[src/rtl/cross_bar_route_demux.sv]
// cross_bar_route_demux: steers each AXI-Stream packet to one of CHANNEL_NO master ports using the dest field in its header beat.
// Latency: 1 cycle, from an accepted input beat to m_axis_* through one shared output register.
// Backpressure: s_axis_tready follows only the ready of the port the register currently targets; drop packets are always accepted.
// Option: define CROSS_BAR_ROUTE_STRIP_HDR_EN to consume header beats instead of forwarding them.
module cross_bar_route_demux #(
  parameter int MSEL_WIDTH = 1,
  parameter int CHANNEL_NO = 2**MSEL_WIDTH,
  parameter int DATA_WIDTH = 32
) (
  input  logic                  aclk,
  input  logic                  areset,
  input  logic [DATA_WIDTH-1:0] s_axis_tdata,
  input  logic                  s_axis_tvalid,
  input  logic                  s_axis_tlast,
  output logic                  s_axis_tready,
  output logic [DATA_WIDTH-1:0] m_axis_tdata [CHANNEL_NO],
  output logic [CHANNEL_NO-1:0] m_axis_tvalid,
  output logic [CHANNEL_NO-1:0] m_axis_tlast,
  input  logic [CHANNEL_NO-1:0] m_axis_tready,
  output logic                  busy,
  output logic [MSEL_WIDTH-1:0] route_sel,
  output logic [15:0]           pkt_cnt
);

  typedef enum logic [1:0] {
    HDR  = 2'd0,
    BODY = 2'd1,
    DROP = 2'd2
  } state_t;

  state_t                state;

  // Shared output register; one beat in flight regardless of destination.
  logic                  out_valid;
  logic [DATA_WIDTH-1:0] out_data;
  logic                  out_last;
  logic [MSEL_WIDTH-1:0] out_dest;

  logic [MSEL_WIDTH-1:0] hdr_dest;
  logic                  hdr_bad;
  logic                  sel_ready;
  logic                  in_acc;
  logic                  out_acc;
  logic                  load;
  logic [MSEL_WIDTH-1:0] load_dest;

  // Destination lives in the top bits of the header beat.
  assign hdr_dest = s_axis_tdata[DATA_WIDTH-1 -: MSEL_WIDTH];
  assign hdr_bad  = (32'(hdr_dest) >= 32'(CHANNEL_NO));

  // Ready of the port the output register currently targets; other ports never stall us.
  always_comb begin
    sel_ready = 1'b0;
    for (int i = 0; i < CHANNEL_NO; i++) begin
      if (32'(out_dest) == 32'(i)) begin
        sel_ready = m_axis_tready[i];
      end
    end
  end

  // Input ready depends only on state and output-register occupancy, never on s_axis_tvalid.
  always_comb begin
    if (areset) begin
      s_axis_tready = 1'b0;
    end else if (state == DROP) begin
      s_axis_tready = 1'b1;
`ifdef CROSS_BAR_ROUTE_STRIP_HDR_EN
    end else if (state == HDR) begin
      s_axis_tready = 1'b1;
`endif
    end else begin
      s_axis_tready = !out_valid || sel_ready;
    end
  end

  assign in_acc  = s_axis_tvalid && s_axis_tready;
  assign out_acc = out_valid && sel_ready;

  // Decide whether the accepted beat goes into the output register.
  always_comb begin
    load = 1'b0;
    if (in_acc) begin
      case (state)
`ifdef CROSS_BAR_ROUTE_STRIP_HDR_EN
        HDR:     load = 1'b0;
`else
        HDR:     load = !hdr_bad;
`endif
        BODY:    load = 1'b1;
        default: load = 1'b0;
      endcase
    end
  end

  assign load_dest = (state == HDR) ? hdr_dest : route_sel;

  // Packet framing FSM: lock the route on the header, release it on tlast.
  always_ff @(posedge aclk or posedge areset) begin
    if (areset) begin
      state     <= HDR;
      route_sel <= '0;
    end else if (in_acc) begin
      case (state)
        HDR: begin
          if (!hdr_bad) begin
            route_sel <= hdr_dest;
          end
          if (!s_axis_tlast) begin
            state <= hdr_bad ? DROP : BODY;
          end
        end
        BODY, DROP: begin
          if (s_axis_tlast) begin
            state <= HDR;
          end
        end
        default: state <= HDR;
      endcase
    end
  end

  // Output register: reload on accept (even while draining), clear when drained without reload.
  always_ff @(posedge aclk or posedge areset) begin
    if (areset) begin
      out_valid <= 1'b0;
      out_data  <= '0;
      out_last  <= 1'b0;
      out_dest  <= '0;
    end else if (load) begin
      out_valid <= 1'b1;
      out_data  <= s_axis_tdata;
      out_last  <= s_axis_tlast;
      out_dest  <= load_dest;
    end else if (out_acc) begin
      out_valid <= 1'b0;
    end
  end

  // Count packets whose last beat has left on any port; wraps naturally at 16 bits.
  always_ff @(posedge aclk or posedge areset) begin
    if (areset) begin
      pkt_cnt <= '0;
    end else if (out_acc && out_last) begin
      pkt_cnt <= pkt_cnt + 16'd1;
    end
  end

  // Fan the shared register out; only the targeted port sees valid.
  always_comb begin
    for (int i = 0; i < CHANNEL_NO; i++) begin
      m_axis_tvalid[i] = out_valid && (32'(out_dest) == 32'(i));
      m_axis_tdata[i]  = out_data;
      m_axis_tlast[i]  = out_last;
    end
  end

  assign busy = (state != HDR) || out_valid;

endmodule

[config.mk]
export PLATFORM = sky130hd
export DESIGN_NAME = cross_bar_route_demux
export DESIGN_NICKNAME = d
export VERILOG_FILES = /design/src/rtl/cross_bar_route_demux.sv
export SDC_FILE = /design/constraint.sdc
export NUM_CORES = 1
export LEC_CHECK = 0
export ABC_AREA = 0
export BUFFER_PORTS_ARGS = -buffer_cell sky130_fd_sc_hd__buf_2
export CORE_UTILIZATION = 40
export CTS_BUF_LIST = sky130_fd_sc_hd__clkbuf_4 sky130_fd_sc_hd__clkbuf_8 sky130_fd_sc_hd__clkbuf_16
export CTS_CLUSTER_SIZE = 12
export DETAILED_ROUTE_END_ITERATION = 6
export GPL_ROUTABILITY_DRIVEN = 0
export PLACE_DENSITY_LB_ADDON = 0.3
export SYNTH_ARGS = -nofsm -noshare
export SYNTH_HDL_FRONTEND = slang
export SYNTH_SLANG_ARGS = --single-unit
[constraint.sdc]
create_clock -name aclk -period 2.4 [get_ports aclk]
set_input_delay 0 -clock aclk [delete_from_list [all_inputs] [get_ports aclk]]
set_output_delay 0 -clock aclk [all_outputs]
set_load 0.01 [all_outputs]
==> flow_metrics.env, run 1 <==
export IMPL_clockBufferDepth=2
export IMPL_antenna_found_initial=0
export IMPL_via_per_inst=4.53
export IMPL_fp_dieW_um=79.4
export IMPL_netlist_top_cells_area="dfrtp_1, mux2_2, buf_4"
export IMPL_totalPowerFinal_w=0.00294
export IMPL_pwr_share_seq_pct=44.1
export IMPL_hpwl_mm=3.22
export IMPL_core_um2=5640
export IMPL_design_area_um2=3310
export IMPL_status="complete, no violations"
export IMPL_yosys_most_used_dff="dfrtp_1"
export IMPL_port_buffers=124
export IMPL_peakVddDrop_uv=423
export IMPL_rows=27
export IMPL_insertion_delay_ns=0.29
export IMPL_io_pins=125
export IMPL_clk_pin_slew_ns=0.09
export IMPL_setup_viol=0
export IMPL_switching_share_pct=32.5
export IMPL_drt_initial_drc_count=54
export IMPL_clockPowerShare_pct=21.6
export IMPL_grt_max_degree=41
export IMPL_start_util_pct=42.5
export IMPL_synth_area_um2=2400
export IMPL_max_freq_ghz=0.577
export IMPL_synthArstFlopShare_pct=100
export IMPL_combinationalPowerShare_pct=34.3
export IMPL_first_pass_iters=3
export IMPL_synth_most_common_cell="dfrtp_1"
export IMPL_insertedDiodeCount=0
export IMPL_slew_headroom_pct=67.6
export IMPL_grt_pass1_wl_mm=7.69
export IMPL_tritoncts="yes"
export IMPL_die_h_um=79.4
export IMPL_path_max_fanout=36
export IMPL_final_max_slew_viol_count=0
export IMPL_wl_mm=4.73
export IMPL_end_kind="flop"
export IMPL_post_route_util_pct=58.6
export IMPL_dpl_cell_area_um2=2830
export IMPL_grtUsageTotal_pct=15.8
export IMPL_tns_ns=0
export IMPL_p_switching_w=0.000954
export IMPL_worstPathArrival_ns=1.92
export IMPL_syn_avg_cell_area_um2=13.4
export IMPL_htreeDepth=2
export IMPL_netlist_area_leader_share_pct=54.3
export IMPL_ys_seq_area_share_pct=54.3
export IMPL_fin_crit_ns=1.73
export IMPL_skew_ns=0.00402
export IMPL_numCtsBuffers=5
export IMPL_drv_cap=0
export IMPL_synth_edf_count=0
export IMPL_post_cts_repair_setup_buffers=0
export IMPL_ant_nets=0
export IMPL_required_ns=2.59
export IMPL_hp_start="m_axis_tready[0]"
export IMPL_cts_sinks=52
export IMPL_synthTopCellsByCount="dfrtp_1, buf_4, mux2_2"
export IMPL_tightest_slew_ns=0.486
export IMPL_r2r_start="out_dest"
export IMPL_synthesis_yosys_warnings=0
export IMPL_critical_path_class="flop to flop"
export IMPL_cp_start_kind="flop"
export IMPL_gr_total_overflow=0
export IMPL_fin_crit_sh_pct=72.3
export IMPL_synthToLayoutAreaGrowth_pct=37.9
export IMPL_grt_pass1_vias=1693
export IMPL_hold_viol_final=0
export IMPL_synthCells=179
export IMPL_wire_per_inst_um=12.4
export IMPL_drc=0
export IMPL_internal_power_w=0.00198
export IMPL_final_nets=348
export IMPL_whs_ns=0.0735
export IMPL_num_vias=1731
export IMPL_synth_top_area_cell="dfrtp_1"
export IMPL_min_path_type="input pin to flop"
export IMPL_ys_ff_latch=52
export IMPL_synth_distinct_cells=27
export IMPL_cts_root_buf="clkbuf_8"
export IMPL_layout_drive_gt1_share_pct=55.8
export IMPL_rsz0062_at_grt="no"
export IMPL_synth_nets=218
export IMPL_die_area_um2=6310
export IMPL_leakage_nw=1.62
export IMPL_crit_start="out_dest"
export IMPL_p_per_area_nw_per_um2=888
[cells in the final DEF, fill, tap and decap left out, drive strengths merged]
master       Yosys  layout
dfrtp           52      52
nand3            5       5
dlygate4sd3      0      35
bufinv           0       1
xor2             5       5
ha               1       1
and2b            2       2
nand2b           1       1
mux2i            1       1
buf             38     126
a21oi            3       3
mux2            35      35
nand4            4       4
nor4b            1       1
and2             1       1
xnor2           10      10
nand2            9       9
and4             2       2
inv              1       1
clkbuf           0       7
nor2             3       3
or2              2       2
nor4             2       2
nor3             1       1
[worst max-delay path, cell delays in order, from the launching register on]
cell and delay, ns:
dfrtp_1 0.46, mux2i_4 0.44, a21oi_4 0.11, buf_12 0.18
and2b_1 0.18, mux2_2 0.26
[stage by stage]
step           setup slack [ns]  instances
6_report                  0.666        382
5_1_grt                   0.557        382
4_1_cts                   0.647        382
3_5_place_dp              0.662        339
3_3_place_gp              0.701        339
2_1_floorplan             0.748        179
[layer usage]
layer / part of all wire (%) / track usage, % / vias up
met3: 6.3 / 3.66 / 9
li1: - / - / 829
met4: 1.4 / 6.00 / 0
met5: 0 / 0 / -
met2: 49 / 27.9 / 82
met1: 43 / 18.5 / 811
[area by class of cell]
type                            instances  area (µm²)
Clock inverter                          1        30.0
Tap cell                               72        90.1
Sequential cell                        52        1300
Inverter                                1        3.75
Timing Repair Buffer                  161         998
Fill cell                             484        2330
Multi-Input combinational cell         88         787
Clock buffer                            7        96.3
[logic make-up (layout without fill, tap and decap cells)]
logic type                 Yosys count  count (layout)  synth area share (%)
muxes                               36              36                  17.4
buffers and inverters               39             170                  12.9
adders and majority gates            1               1                 0.522
and+or+nand+nor                     33              33                  8.35
xor gates and xnor gates            15              15                  5.48
AOI/OAI and AO/OA                    3               3                  1.10
DFF                                 52              52                  54.3
[worst paths after layout]
path | end | slack [ns] | cells after the start
max | out_dest | 0.67 | 5
min | out_valid | 0.07 | 4
max reg2reg | out_dest | 0.67 | 5
min reg2reg | pkt_cnt[15] | 0.49 | 1
max in group asynchronous | pkt_cnt[9] | 1.45 | 4
min in group asynchronous | out_dest | 0.18 | 3
[state kept, by name, indices dropped and copies added (netlist names)]
name and flops:
out_data 32, pkt_cnt 16, out_dest 1, out_last 1, out_valid 1, state 1
[power groups by stage]
stage | clock network (W) | registers, W | logic (W)
floorplan | 0 | 0.00138 | 0.000656
global placement | 0 | 0.00130 | 0.000963
detailed placement | 0 | 0.00131 | 0.000973
CTS | 0.000659 | 0.00130 | 0.00102
global route | 0.000696 | 0.00133 | 0.00110
finish | 0.000634 | 0.00130 | 0.00101
[repair_timing]
action / in CTS / in global routing
endpoints found under the setup margin: 0 / 0
resized for setup: 0 / 0
hold buffers: 35 / 0
hold endpoints to repair: 48 / 0
(Power assumes the default switching activity.)
==> run 2: changes to the inputs <==
- clock period: 2.4 -> 1.4 ns (I/O delays scaled with it)
==> run 2 against run 1 <==
Compared with the run above:
- the flow now finishes with violations (negative setup slack)
- clock power up 27%
- sequential power up 66%
- final cell count grew 6.8%
- clock skew increased by 0.0021 ns
- combinational power grew 130%
- via count up 7.8%
- global-route usage is 1.4 points higher
- clock-buffer cell count fell by 2
- highest routed layer unchanged
==> flow_metrics.env, run 2 (synthesis results as in run 1) <==
export IMPL_max_freq_ghz=0.637
export IMPL_hold_path_depth=3
export IMPL_top_register="out_data"
export IMPL_path_max_fanout=9
export IMPL_insertedDiodeCount=0
export IMPL_layout_commonest_cell="buf_2"
export IMPL_biggestRegsByFlops="out_data: 32 flops, pkt_cnt: 16 flops"
export IMPL_worstPathArrival_ns=1.75
export IMPL_worstPathCellList="mux2i_4 -> a21oi_4 -> buf_12 -> clkbuf_16 -> mux2_2"
export IMPL_htreeDepth=2
export IMPL_antenna_found_initial=0
export IMPL_end_kind="flop"
export IMPL_required_ns=1.58
export IMPL_slowest_stage="dfrtp_2"
export IMPL_violations="negative setup slack"
export IMPL_drt_initial_drc_count=25
export IMPL_layout_drive_gt1_share_pct=63.4
export IMPL_core_um2=5640
export IMPL_tns_ns=-5.68
export IMPL_reg2reg_setup_slack_ns=-0.17
export IMPL_setup_viol=47
export IMPL_peakVddDrop_uv=844
export IMPL_largest_reg_flops=32
export IMPL_leakage_nw=1.87
export IMPL_die_h_um=79.4
export IMPL_cp_start_kind="flop"
export IMPL_grt_pass1_wl_mm=8.46
export IMPL_final_cell_mix="buf_2, dfrtp_1, dlygate4sd3_1, mux2_4, buf_4"
export IMPL_slowest_delay_ns=0.44
export IMPL_synthToLayoutAreaGrowth_pct=55.1
export IMPL_min_path_type="input pin to flop"
export IMPL_design_area_um2=3720
export IMPL_post_route_util_pct=65.9
export IMPL_drc=0
export IMPL_fin_ws_ns=-0.169
export IMPL_hold_viol_final=0
export IMPL_rows=27
export IMPL_final_nets=375
export IMPL_critical_path_class="flop to flop"
export IMPL_hp_start="s_axis_tvalid"
export IMPL_drv_cap=0
export IMPL_gr_total_overflow=0
export IMPL_clk_pin_slew_ns=0.09
export IMPL_min_to="out_valid"
export IMPL_dpl_cell_area_um2=3070
export IMPL_port_buffers=124
export IMPL_numCtsBuffers=5
export IMPL_r2r_start="out_dest"
export IMPL_p_per_area_nw_per_um2=1430
export IMPL_hpwl_mm=3.50
export IMPL_fin_crit_ns=1.57
export IMPL_wire_per_inst_um=13.9
export IMPL_fin_crit_sh_pct=112
export IMPL_tritoncts="yes"
export IMPL_via_per_inst=4.57
export IMPL_slew_headroom_pct=74.3
export IMPL_grtUsageTotal_pct=17.2
export IMPL_tightest_slew_ns=0.385
export IMPL_cts_sinks=52
export IMPL_first_pass_iters=4
export IMPL_rsz0062_at_grt="yes"
export IMPL_grt_pass1_vias=1820
export IMPL_status="finished, violations left"
export IMPL_rr_worst_depth=5
export IMPL_start_util_pct=42.5
export IMPL_num_vias=1866
export IMPL_fp_dieW_um=79.4
export IMPL_wl_mm=5.66
export IMPL_final_max_slew_viol_count=0
export IMPL_skew_ns=0.00614
export IMPL_die_area_um2=6310
export IMPL_ant_nets=0
export IMPL_insertion_delay_ns=0.30
export IMPL_cts_root_buf="clkbuf_8"
export IMPL_io_pins=125
export IMPL_rr_endpoint="out_data[1]"
export IMPL_grt_max_degree=37
export IMPL_clockBufferDepth=2
export IMPL_fill_cells=404
run 2: cell type report:
class / instances / area [µm²] / share of cell area [%]
Clock buffer: 5 / 68.8 / 1.85
Inverter: 1 / 3.75 / 0.101
Multi-Input combinational cell: 88 / 938 / 25.2
Tap cell: 72 / 90.1 / 2.42
Timing Repair Buffer: 188 / 1300 / 35.0
Clock inverter: 2 / 12.5 / 0.337
Sequential cell: 52 / 1300 / 35.0
run 2: worst max path at each step:
stage	startpoint	endpoint	depth (start not counted)
4_1_cts	out_dest	out_data[24]	4
6_report	out_dest	out_data[1]	5
3_5_place_dp	out_dest	out_data[24]	4
3_3_place_gp	out_dest	out_data[24]	4
2_1_floorplan	out_dest	out_data[10]	4
5_1_grt	out_dest	pkt_cnt[13]	6
run 2: critical path, delay by kind of cell, from the launching register on:
family	cells	cell delay, ns
AO/OA/AOI/OAI	1	0.16
buffers and inverters	2	0.32
flip-flops	1	0.44
multiplexers	2	0.55
run 2: report_power, final:
group	internal [W]	switching, W	total (W)
clock network	0.000339	0.000465	0.000804
logic	0.00129	0.00106	0.00235
registers	0.00188	0.000282	0.00216
run 2: timing repair:
item                                   CTS  global route
pin swaps                                4             7
gates resized for setup                  9            13
gates cloned                             0             4
endpoints found under the hold margin   51             0
hold buffers                            34             0
buffers inserted                         0             5
setup endpoints to repair               50            52
run 2: per-layer routing:
| metal | track usage, % | share of wire, % | wire length (µm) | vias to the layer above |
|---|---|---|---|---|
| met4 | 4.55 | 1.2 | 69 | 0 |
| li1 | - | - | - | 884 |
| met2 | 30.3 | 48 | 2710 | 86 |
| met1 | 21.4 | 45 | 2540 | 889 |
| met3 | 3.54 | 6.1 | 347 | 7 |
| met5 | 0 | 0 | 0 | - |
run 2: metrics by stage:
step	worst slack, ns	hold WS, ns	std cells	total power, W
2_1_floorplan	-0.202	0.0441	179	0.00361
3_3_place_gp	-0.124	0.0322	359	0.00421
3_5_place_dp	-0.160	0.0181	359	0.00425
4_1_cts	-0.175	0.000698	400	0.00519
5_1_grt	-0.237	0.0120	408	0.00564
6_report	-0.169	0.00287	408	0.00531
